===== src/rtl/zet_umi_mem8_slave.sv =====
// zet_umi_mem8_slave
//   Bridges a 16-bit UMI request/ack responder port onto an asynchronous
//   8-bit memory. Word accesses are split into two byte phases (adr, adr+1)
//   separated by a one-cycle idle gap on the memory strobes. Each byte phase
//   holds the strobes for WAIT_STATES+1 clocks.
//
// Parameters
//   WAIT_STATES  0..15  extra clocks each byte strobe is held beyond one
//
// Ports
//   clk          single clock, rising edge
//   rst          asynchronous reset, active-low
//   umi_adr_i    byte address of the request
//   umi_dat_i    write data (byte access uses [7:0])
//   umi_dat_o    read data, held until the next read completes
//   umi_we_i     1 = write, 0 = read
//   umi_by_i     1 = byte access, 0 = word access
//   umi_stb_i    request, sampled only while idle
//   umi_ack_o    one-cycle completion pulse
//   mem_adr_o    memory byte address
//   mem_dat_i    memory read data
//   mem_dat_o    memory write data
//   mem_ce_n_o   chip enable, active-low
//   mem_oe_n_o   output enable, active-low
//   mem_we_n_o   write enable, active-low
//
// Optional feature
//   ZET_UMI_MEM8_WP_EN  when defined, write bytes addressed at or above
//                       0xF0000 keep mem_we_n_o high (ce, timing and ack
//                       are unaffected).

module zet_umi_mem8_slave #(
  parameter int unsigned WAIT_STATES = 2
) (
  input  logic        clk,
  input  logic        rst,
  input  logic [19:0] umi_adr_i,
  input  logic [15:0] umi_dat_i,
  output logic [15:0] umi_dat_o,
  input  logic        umi_we_i,
  input  logic        umi_by_i,
  input  logic        umi_stb_i,
  output logic        umi_ack_o,
  output logic [19:0] mem_adr_o,
  input  logic [7:0]  mem_dat_i,
  output logic [7:0]  mem_dat_o,
  output logic        mem_ce_n_o,
  output logic        mem_oe_n_o,
  output logic        mem_we_n_o
);

  typedef enum logic [1:0] {
    S_IDLE,
    S_BYTE,
    S_GAP,
    S_ACK
  } state_e;

  localparam logic [3:0]  W_LAST  = 4'(WAIT_STATES);
  localparam logic [19:0] WP_BASE = 20'hF0000;

`ifdef ZET_UMI_MEM8_WP_EN
  localparam bit WP_EN = 1'b1;
`else
  localparam bit WP_EN = 1'b0;
`endif

  function automatic logic wr_allowed(input logic [19:0] a);
    return !(WP_EN && (a >= WP_BASE));
  endfunction

  state_e      state_q, state_d;
  logic [3:0]  cnt_q, cnt_d;
  logic        hi_q, hi_d;          // 1 while servicing byte 1 of a word
  logic [19:0] adr_q, adr_d;
  logic [7:0]  dat_hi_q, dat_hi_d;  // byte 1 of write data, used after the gap
  logic        we_q, we_d;
  logic        by_q, by_d;
  logic [7:0]  rd_lo_q, rd_lo_d;    // byte 0 of a word read, published at ack
  logic [15:0] umi_dat_q, umi_dat_d;
  logic        ack_q, ack_d;
  logic [19:0] mem_adr_q, mem_adr_d;
  logic [7:0]  mem_dat_q, mem_dat_d;
  logic        ce_n_q, ce_n_d;
  logic        oe_n_q, oe_n_d;
  logic        we_n_q, we_n_d;
  logic [19:0] adr_nxt;

  assign umi_dat_o  = umi_dat_q;
  assign umi_ack_o  = ack_q;
  assign mem_adr_o  = mem_adr_q;
  assign mem_dat_o  = mem_dat_q;
  assign mem_ce_n_o = ce_n_q;
  assign mem_oe_n_o = oe_n_q;
  assign mem_we_n_o = we_n_q;

  always_comb begin
    state_d   = state_q;
    cnt_d     = cnt_q;
    hi_d      = hi_q;
    adr_d     = adr_q;
    dat_hi_d  = dat_hi_q;
    we_d      = we_q;
    by_d      = by_q;
    rd_lo_d   = rd_lo_q;
    umi_dat_d = umi_dat_q;
    ack_d     = 1'b0;
    mem_adr_d = mem_adr_q;
    mem_dat_d = mem_dat_q;
    ce_n_d    = ce_n_q;
    oe_n_d    = oe_n_q;
    we_n_d    = we_n_q;
    // 20-bit add wraps 0xFFFFF -> 0x00000 naturally
    adr_nxt   = adr_q + 20'd1;

    unique case (state_q)
      S_IDLE: begin
        if (umi_stb_i) begin
          state_d   = S_BYTE;
          cnt_d     = '0;
          hi_d      = 1'b0;
          adr_d     = umi_adr_i;
          dat_hi_d  = umi_dat_i[15:8];
          we_d      = umi_we_i;
          by_d      = umi_by_i;
          mem_adr_d = umi_adr_i;
          mem_dat_d = umi_dat_i[7:0];
          ce_n_d    = 1'b0;
          oe_n_d    = umi_we_i;
          we_n_d    = !(umi_we_i && wr_allowed(umi_adr_i));
        end
      end

      S_BYTE: begin
        if (cnt_q == W_LAST) begin
          // Leaving the byte phase: this is the read-data capture edge
          cnt_d  = '0;
          ce_n_d = 1'b1;
          oe_n_d = 1'b1;
          we_n_d = 1'b1;
          if (!hi_q && !by_q) begin
            state_d = S_GAP;
            rd_lo_d = mem_dat_i;
          end else begin
            state_d = S_ACK;
            ack_d   = 1'b1;
            if (!we_q) begin
              umi_dat_d = by_q ? {8'h00, mem_dat_i} : {mem_dat_i, rd_lo_q};
            end
          end
        end else begin
          cnt_d = cnt_q + 4'd1;
        end
      end

      S_GAP: begin
        state_d   = S_BYTE;
        hi_d      = 1'b1;
        cnt_d     = '0;
        mem_adr_d = adr_nxt;
        mem_dat_d = dat_hi_q;
        ce_n_d    = 1'b0;
        oe_n_d    = we_q;
        we_n_d    = !(we_q && wr_allowed(adr_nxt));
      end

      S_ACK: begin
        state_d = S_IDLE;
      end

      default: begin
        state_d = S_IDLE;
      end
    endcase
  end

  always_ff @(posedge clk or negedge rst) begin
    if (!rst) begin
      state_q   <= S_IDLE;
      cnt_q     <= '0;
      hi_q      <= 1'b0;
      adr_q     <= '0;
      dat_hi_q  <= '0;
      we_q      <= 1'b0;
      by_q      <= 1'b0;
      rd_lo_q   <= '0;
      umi_dat_q <= '0;
      ack_q     <= 1'b0;
      mem_adr_q <= '0;
      mem_dat_q <= '0;
      ce_n_q    <= 1'b1;
      oe_n_q    <= 1'b1;
      we_n_q    <= 1'b1;
    end else begin
      state_q   <= state_d;
      cnt_q     <= cnt_d;
      hi_q      <= hi_d;
      adr_q     <= adr_d;
      dat_hi_q  <= dat_hi_d;
      we_q      <= we_d;
      by_q      <= by_d;
      rd_lo_q   <= rd_lo_d;
      umi_dat_q <= umi_dat_d;
      ack_q     <= ack_d;
      mem_adr_q <= mem_adr_d;
      mem_dat_q <= mem_dat_d;
      ce_n_q    <= ce_n_d;
      oe_n_q    <= oe_n_d;
      we_n_q    <= we_n_d;
    end
  end

endmodule


===== config.mk =====
export PLATFORM = sky130hd
export DESIGN_NAME = zet_umi_mem8_slave
export DESIGN_NICKNAME = d
export VERILOG_FILES = /design/src/rtl/zet_umi_mem8_slave.sv
export SDC_FILE = /design/constraint.sdc
export NUM_CORES = 1
export LEC_CHECK = 0
export CAP_MARGIN = 20
export CORE_ASPECT_RATIO = 2
export CORE_MARGIN = 1
export CORE_UTILIZATION = 51
export DETAILED_ROUTE_END_ITERATION = 10
export PLACE_DENSITY = 0.89
export SLEW_MARGIN = 15
export SYNTH_ARGS = -nofsm -noshare
export SYNTH_HDL_FRONTEND = slang
export SYNTH_SLANG_ARGS = --single-unit

===== constraint.sdc =====
create_clock -name clk -period 2.7 [get_ports clk]
set_clock_uncertainty 0.15 [all_clocks]
set_input_delay 0.81 -clock clk [delete_from_list [all_inputs] [get_ports clk]]
set_output_delay 0.81 -clock clk [all_outputs]
set_load 0.02 [all_outputs]

=== After elaboration in Yosys (flattened, before gate mapping) ===
Cells that the tools add are included.

* Flip-flop bits (word level): 93
* Input bits: 49
* Output and inout port bits: 48

* Add/subtract/negate cells: 2
* Equal/unequal tests: 6
* Multiplexer cells: 23
* Bitwise gates (word level): 2
* Reduce and logical (&&, ||, !) cells: 15

{| class="wikitable"
|+ Operators by type and width
! kind !! count
|-
| 20-bit case mux with 2 select lines || 1
|-
| 20-bit by 1-bit adder with 20-bit output, second input constant || 1
|-
| 20-bit 2-to-1 mux || 1
|-
| 16-bit 2-to-1 mux || 1
|-
| 8-bit case mux with 2 select lines || 1
|-
| 4-bit case mux with 3 select lines || 1
|-
| 1-bit case mux with 3 select lines || 3
|-
| 1-bit 2-to-1 mux || 8
|-
| 4-bit 2-to-1 mux || 2
|-
| 8-bit 2-to-1 mux || 1
|-
| 2-bit case mux with 4 select lines || 1
|-
| 2-bit AND reduction || 4
|-
| 3-bit AND reduction || 2
|-
| 4-bit by 1-bit adder with 4-bit output, second input constant || 1
|-
| 2-bit equality test, second input constant || 2
|-
| 4-bit by 2-bit equality test with 1-bit output, second input constant || 1
|-
| 1-bit logical NOT || 4
|-
| 2-bit 2-to-1 mux || 2
|-
| 2-bit != test, second input constant || 2
|-
| 4-bit AND reduction || 1
|-
| 3-bit nonzero test || 1
|-
| 2-bit by 1-bit equality test with 1-bit output, second input constant || 1
|-
| 2-bit logical NOT || 1
|-
| 1-bit inverter || 2
|-
| 3 further kinds || 3
|}

=== Depth between registers and ports, before layout ===
Gate-level depths: netlist of run 1.

* Depth after elaboration: 5
* Depth in mapped cells: 9
* Depth with buffers taken out: 7

=== Worst setup path before layout of run 1 ===
OpenSTA, ideal clock, no wires.

* Path kind: flip-flop to flip-flop
* From: reg state_q[1]
* To: reg umi_dat_q[4], in the netlist umi_dat_o[4]
* Data arrival time: 1.664 ns
* Data required time: 2.431 ns
* Setup slack: 0.767 ns
* Stages on the path, launching flop included: 10
* Buffers on the path: 3
* Clock period less this slack: 1.933 ns
* Cell sequence: dfrtp_1 > inv_1 > ha_1 > clkbuf_1 > nand2_1 > or3_1 > clkbuf_2 > buf_6 > nand2_1 > o21ai_2

* Cells in the longest elaborated chain, start to end: 2

{| class="wikitable"
|+ RTL lines
! element !! RTL line !! source
|-
| start: declaration || 72 || <nowiki>state_e state_q, state_d;</nowiki>
|-
| start signal: assignment || 195 || <nowiki>state_q <= state_d;</nowiki>
|-
| 2-bit by 1-bit equality test with 1-bit output || 116 || <nowiki>unique case (state_q)</nowiki>
|-
| 4-bit AND reduction (no line) || - ||
|-
| end signal: assignment || 203 || <nowiki>umi_dat_q <= umi_dat_d;</nowiki>
|-
| end: declaration || 80 || <nowiki>logic [15:0] umi_dat_q, umi_dat_d;</nowiki>
|}

No other way between the ends.
A chain may end at the register's enable or synchronous reset.

=== Worst setup path in the final report of run 1 ===
* From: reg we_n_q, in the netlist mem_we_n_o
* To: out mem_we_n_o

{| class="wikitable"
|+ RTL lines
! element !! RTL line !! source
|-
| start: declaration || 86 || <nowiki>logic we_n_q, we_n_d;</nowiki>
|-
| start signal: assignment || 209 || <nowiki>we_n_q <= we_n_d;</nowiki>
|-
| end: declaration || 49 || <nowiki>output logic mem_we_n_o</nowiki>
|}

No word-level cell between the ends.

==> results.yml, run 1 <==
synthesis:
  yosysMostFrequentCell: "dfrtp_1"
  synth_nets: 455
  avgSynthCellArea_sq_um: 11.0
  synth_edf_count: 0
  yosysWarnings: 0
  synth.distinct_cells: 36
  yosysSeqAreaShare_pct: 53.1
  yosysTopAreaCell: "dfrtp_1"
  async_flop_share_pct: 100
  synthDominantCellAreaShare_pct: 51.3
  synth_flop_cell: "dfrtp_1"
  synth.area.top_cells: "dfrtp_1 (51%), mux2_2 (11%), nand2_1 (4.9%), mux2i_1 (4.8%), o21ai_0 (3.8%)"
  ys_ff_latch: 93
  syn_area_sq_um: 4390
  syn_inst: 398
  yosys-top-cells-count: "dfrtp_1 (90), nand2_1 (57), mux2_2 (41), o21ai_0 (33)"
floorplanning:
  rows: 47
  core-area_sq_um: 8290
  io_pins: 97
  die_h_um: 133
  initial_core_util_pct: 52.9
  dieArea_sq_um: 9000
  dieWidth_um: 67.6
cts:
  cts_sinks: 93
  clk_path_buf_depth: 2
  ctsHoldBuffers: 0
  cts_resized: 0
  clock_latency_ns: 0.35
  numCtsBuffers: 9
  cts_tree: "done"
  root_buffer: "clkbuf_16"
  cts_setup_buffers: 0
  path_clk_slew_ns: 0.06
  htreeDepth: 3
setup_path:
  cp_top_family: "buffers and inverters"
  required_ns: 1.74
  path_class: "register to primary output"
  path_max_fanout: 2
  cp.buffers_inverters: 1
  startpoint_type: "register"
  worstPathArrival_ns: 1.48
  crit_slowest_cell: "clkdlybuf4s50_1"
  crit_path_end_kind: "primary output"
  max_stage_delay_ns: 0.60
  crit_path_cell_trace: "clkdlybuf4s50_1"
placement:
  io_buffers: 96
  place.gp.congestion: 0.781
  dp.final_hpwl_mm: 6.84
detailed_routing:
  via_count: 3284
  wl_per_cell_um: 15.9
  drt_iter0_drc: 197
  routed_wl_mm: 9.50
  viasPerCell: 5.50
  first_pass_iters: 4
  drc: 0
  ant_nets: 0
grt:
  grt_pass1_wl_mm: 16.0
  grtUsageTotal_pct: 23.8
  grt_pass1_vias: 3529
  antenna_found_initial: 0
  grt_overflow: 0
  grt_max_degree: 58
timing:
  rsz0062_at_grt: "false"
  slew_viol_final: 0
  max_freq_mhz: 410
  fin_crit_sh_pct: 90.2
  setup_viol: 0
  hold_viol: 0
  worst_pin_slew_ns: 0.826
  maxSlewHeadroom_pct: 44.9
  fin_tns_setup_ns: 0
  min_period_ns: 2.44
run_status:
  status: "complete, no violations"
finish:
  diodes: 0
  nets: 551
  num-fill-cells: 607
  syn_to_final_growth_pct: 31.5
  layout-drive-gt1-share_pct: 16.4
pwr:
  power_w: 0.00676
  max-vdd-ir-drop_v: 0.000774
  p_per_area_nw_per_um2: 1170
  p_leak_nw: 2.42
flow_run:
  drv_cap: 0
min_path:
  hp-class: "input pin to async pin"
-- through the flow --
stage | util, % | cells | setup WS [ns] | cell area (sq um) | hold slack, ns
2_1_floorplan | - | 398 | 0.767 | 4390 | 0.329
3_3_place_gp | 66.2 | 581 | 0.243 | 5490 | 0.298
3_5_place_dp | 66.2 | 581 | 0.209 | 5490 | 0.304
4_1_cts | 69.6 | 597 | 0.248 | 5770 | 0.231
5_1_grt | 69.6 | 597 | 0.202 | 5770 | 0.255
6_report | 69.6 | 597 | 0.263 | 5770 | 0.217
-- path summary, 6_finish.rpt --
| check | start | endpoint | slack, ns | depth (start not counted) |
|---|---|---|---|---|
| worst max-delay path | mem_we_n_o | mem_we_n_o | 0.26 | 1 |
| worst min-delay path | rst | mem_adr_o[14] | 0.22 | 1 |
| worst max register to register | cnt_q[0] | umi_dat_o[2] | 0.39 | 7 |
| worst min register to register | umi_dat_o[8] | umi_dat_o[8] | 0.31 | 2 |
| max in group asynchronous | rst | mem_ce_n_o | 1.55 | 2 |
| min in group clk | umi_dat_o[8] | umi_dat_o[8] | 0.31 | 2 |
-- layer usage --
layer  vias up  GRT usage (%)  share of wire, %
met5         -              0                 0
met4         0           10.3               2.0
met3        14           5.22               4.9
met2        84           42.4                56
met1      1617           25.5                37
li1       1569              -                 -
-- kinds of logic after synthesis --
logic type	share of synthesized area [%]
buffers and inverters	2.62
and+or+nand+nor	14.9
AOI/OAI and AO/OA	8.19
adders and majority gates	2.28
muxes	15.3
DFF	53.1
xor gates and xnor gates	3.59
-- worst reg2reg max path: stages (launching register included) --
cell     delay [ns]
dfrtp_1        0.42
inv_1          0.07
ha_1           0.14
nor3b_4        0.28
nand2_1        0.13
or3_1          0.68
nand2_1        0.21
o21ai_1        0.08
-- flip-flops by register name (all words and copies together), names as in the netlist, 2 cells and up --
register and flops:
state_q 2, rd_lo_q 8, mem_dat_o 8, adr_q 20, cnt_q 4, umi_dat_o 16, dat_hi_q 8, mem_adr_o 20
-- where the power goes --
part | total (W) | internal (W) | switching, W
Combinational | 0.00298 | 0.00150 | 0.00148
Clock | 0.00118 | 0.000626 | 0.000550
Sequential | 0.00260 | 0.00209 | 0.000507
Total | 0.00676 | 0.00421 | 0.00254
-- placed cells by master (no fill, tap or decap), types with 6 or more instances in the layout --
cell             count
nand3_1              8
xnor2_1              6
nor3b_1             14
nand2_1             57
nor2_1              17
xor2_1              12
o21ai_0             33
clkdlybuf4s50_1     95
mux2_2              41
dfrtp_1             90
nand3b_1             8
clkbuf_16            9
buf_4                7
a21oi_1             21
ha_1                 7
mux2i_1             20
-- final cells by class --
type / count / area, sq um / area share (%)
Clock buffer: 9 / 225 / 3.90
Clock inverter: 7 / 51.3 / 0.889
Inverter: 5 / 18.8 / 0.325
Multi-Input combinational cell: 280 / 1960 / 33.9
Sequential cell: 93 / 2330 / 40.4
Tap cell: 98 / 123 / 2.13
Timing Repair Buffer: 105 / 1060 / 18.4
(Power assumes the default switching activity.)
==> run 2: changes to the inputs <==
--- a/config.mk
+++ b/config.mk
@@ -12,2 +12,3 @@
 export DETAILED_ROUTE_END_ITERATION = 10
+export GPL_TIMING_DRIVEN = 0
 export PLACE_DENSITY = 0.89
==> constraint.sdc (replaced) <==
create_clock -name clk -period 2.7 [get_ports clk]
set_clock_uncertainty 0.15 [all_clocks]
set_input_delay 0.675 -clock clk [delete_from_list [all_inputs] [get_ports clk]]
set_output_delay 0.675 -clock clk [all_outputs]
set_load 0.02 [all_outputs]
==> run 2 against run 1 <==
- hold slack worse by 0.10 ns
- via count up 3.1%
- first-iteration DRC count down 0.51%
- register-to-register slack about the same
- total power up 2.0%
- global-route usage up 0.71 points
==> results.yml, run 2 (synthesis gave the netlist of run 1 again) <==
timing:
  hold_viol: 0
  fin_crit_sh_pct: 86.1
  setup_viol: 0
  max_freq_mhz: 430
  worst_pin_slew_ns: 0.931
  min_period_ns: 2.32
  maxSlewHeadroom_pct: 37.5
  slew_viol_final: 0
  rsz0062_at_grt: "false"
cts:
  clk_path_buf_depth: 2
  cts_tree: "done"
  clock_latency_ns: 0.34
  cts_sinks: 93
  path_clk_slew_ns: 0.07
  ctsHoldBuffers: 0
  root_buffer: "clkbuf_16"
  numCtsBuffers: 9
  cts_setup_buffers: 0
  htreeDepth: 3
  cts_resized: 0
pwr:
  max-vdd-ir-drop_v: 0.000652
  power_w: 0.00689
  p_leak_nw: 2.45
  p_per_area_nw_per_um2: 1190
grt:
  grt_pass1_wl_mm: 16.5
  antenna_found_initial: 0
  grt_overflow: 0
  grtUsageTotal_pct: 24.5
  grt_pass1_vias: 3535
  grt_max_degree: 65
finish:
  stdcell_count: 609
  nets: 563
  syn_to_final_growth_pct: 32.3
  layout-drive-gt1-share_pct: 15.5
  final_cell_mix: "clkdlybuf4s50_1 (95), dfrtp_1 (90), nand2_1 (57)"
  diodes: 0
  fin_area_sq_um: 5810
  layout_commonest_cell: "clkdlybuf4s50_1"
min_path:
  hp-class: "input pin to async pin"
placement:
  io_buffers: 96
  place.gp.congestion: 0.824
  dp.final_hpwl_mm: 7.42
  dp_cells: 593
  placed_cell_area_sq_um: 5500
detailed_routing:
  wl_per_cell_um: 16.5
  wl_met1_mm: 3.69
  first_pass_iters: 4
  viasPerCell: 5.56
  wl_met3_um: 436
  via_count: 3385
  ant_nets: 0
  drc: 0
  routed_wl_mm: 10.0
  routed.top_layer: "met4"
  drt_iter0_drc: 196
  wl_met2_mm: 5.59
setup_path:
  worstPathArrival_ns: 2.45
  r2r_cells: 7
  r2r_start: "cnt_q[0]"
  startpoint_type: "register"
  path_max_fanout: 8
  required_ns: 2.83
  r2r-end: "umi_dat_o[14]"
  path_class: "register to register"
  r2r_setup_slack_ns: 0.38
  crit_path_end_kind: "register"
floorplanning:
  rows: 47
  initial_core_util_pct: 52.9
  die_h_um: 133
  io_pins: 97
  dieArea_sq_um: 9000
  dieWidth_um: 67.6
  core-area_sq_um: 8290
run_status:
  status: "complete, no violations"
flow_run:
  drv_cap: 0
run 2: cell count changes in the layout (fill, tap and decap cells not counted), moves of 2 or more:
| cell | change |
|---|---|
| buf_1 | +4 |
| buf_6 | +2 |
| buf_2 | +4 |
| buf_12 | -3 |
| clkbuf_1 | +9 |
| buf_4 | -6 |
| clkbuf_8 | +2 |
| clkinvlp_4 | -2 |
run 2: cell type report:
class | instances | area [sq um]
fill | 603 | 2490
inverter | 5 | 18.8
clock inverter | 5 | 57.6
tap | 98 | 123
timing repair buffer | 97 | 986
clock buffer | 11 | 253
sequential | 93 | 2330
buffer | 20 | 96.3
multi-input combinational | 280 | 1940
run 2: worst max path at each step:
| stage | from | end | slack (ns) | cells past startpoint |
|---|---|---|---|---|
| final | cnt_q[0] | umi_dat_o[14] | 0.38 | 7 |
| after global routing | state_q[0] | mem_adr_o[13] | 0.18 | 8 |
| after CTS | state_q[0] | mem_adr_o[15] | 0.39 | 8 |
| after detailed placement | umi_stb_i | mem_adr_o[15] | 0.07 | 6 |
| after global placement | rst | umi_dat_o[3] | -2.46 | 1 |
| after floorplan | state_q[1] | umi_dat_o[4] | 0.77 | 9 |
run 2: worst max-delay path, cell delays in order (launching register included):
cell      delay, ns
dfrtp_1        0.43
inv_1          0.08
ha_1           0.15
nor3b_4        0.30
nand2_1        0.13
nor3_1         0.73
nand3b_1       0.18
nand2_1        0.11
run 2: metrics by stage:
stage | utilization, % | setup TNS (ns) | setup slack, ns | hold slack [ns]
6_report | 70.0 | 0 | 0.375 | 0.115
2_1_floorplan | - | 0 | 0.767 | 0.229
5_1_grt | 70.0 | 0 | 0.184 | 0.138
4_1_cts | 70.0 | 0 | 0.386 | 0.120
3_3_place_gp | 66.0 | -224.75 | -2.46 | 0.298
3_5_place_dp | 66.3 | 0 | 0.0664 | 0.305
run 2: report_power, final:
group	total, W	switching (W)	internal (W)
combinational	0.00298	0.00151	0.00147
clock	0.00130	0.000532	0.000770
sequential	0.00261	0.000515	0.00209
run 2: per-layer routing:
metal  global-route usage (%)  up-vias
met5                        0        -
met4                     12.2        0
met3                     4.88       25
met2                     42.4      112
met1                     27.1     1658
li1                         -     1590
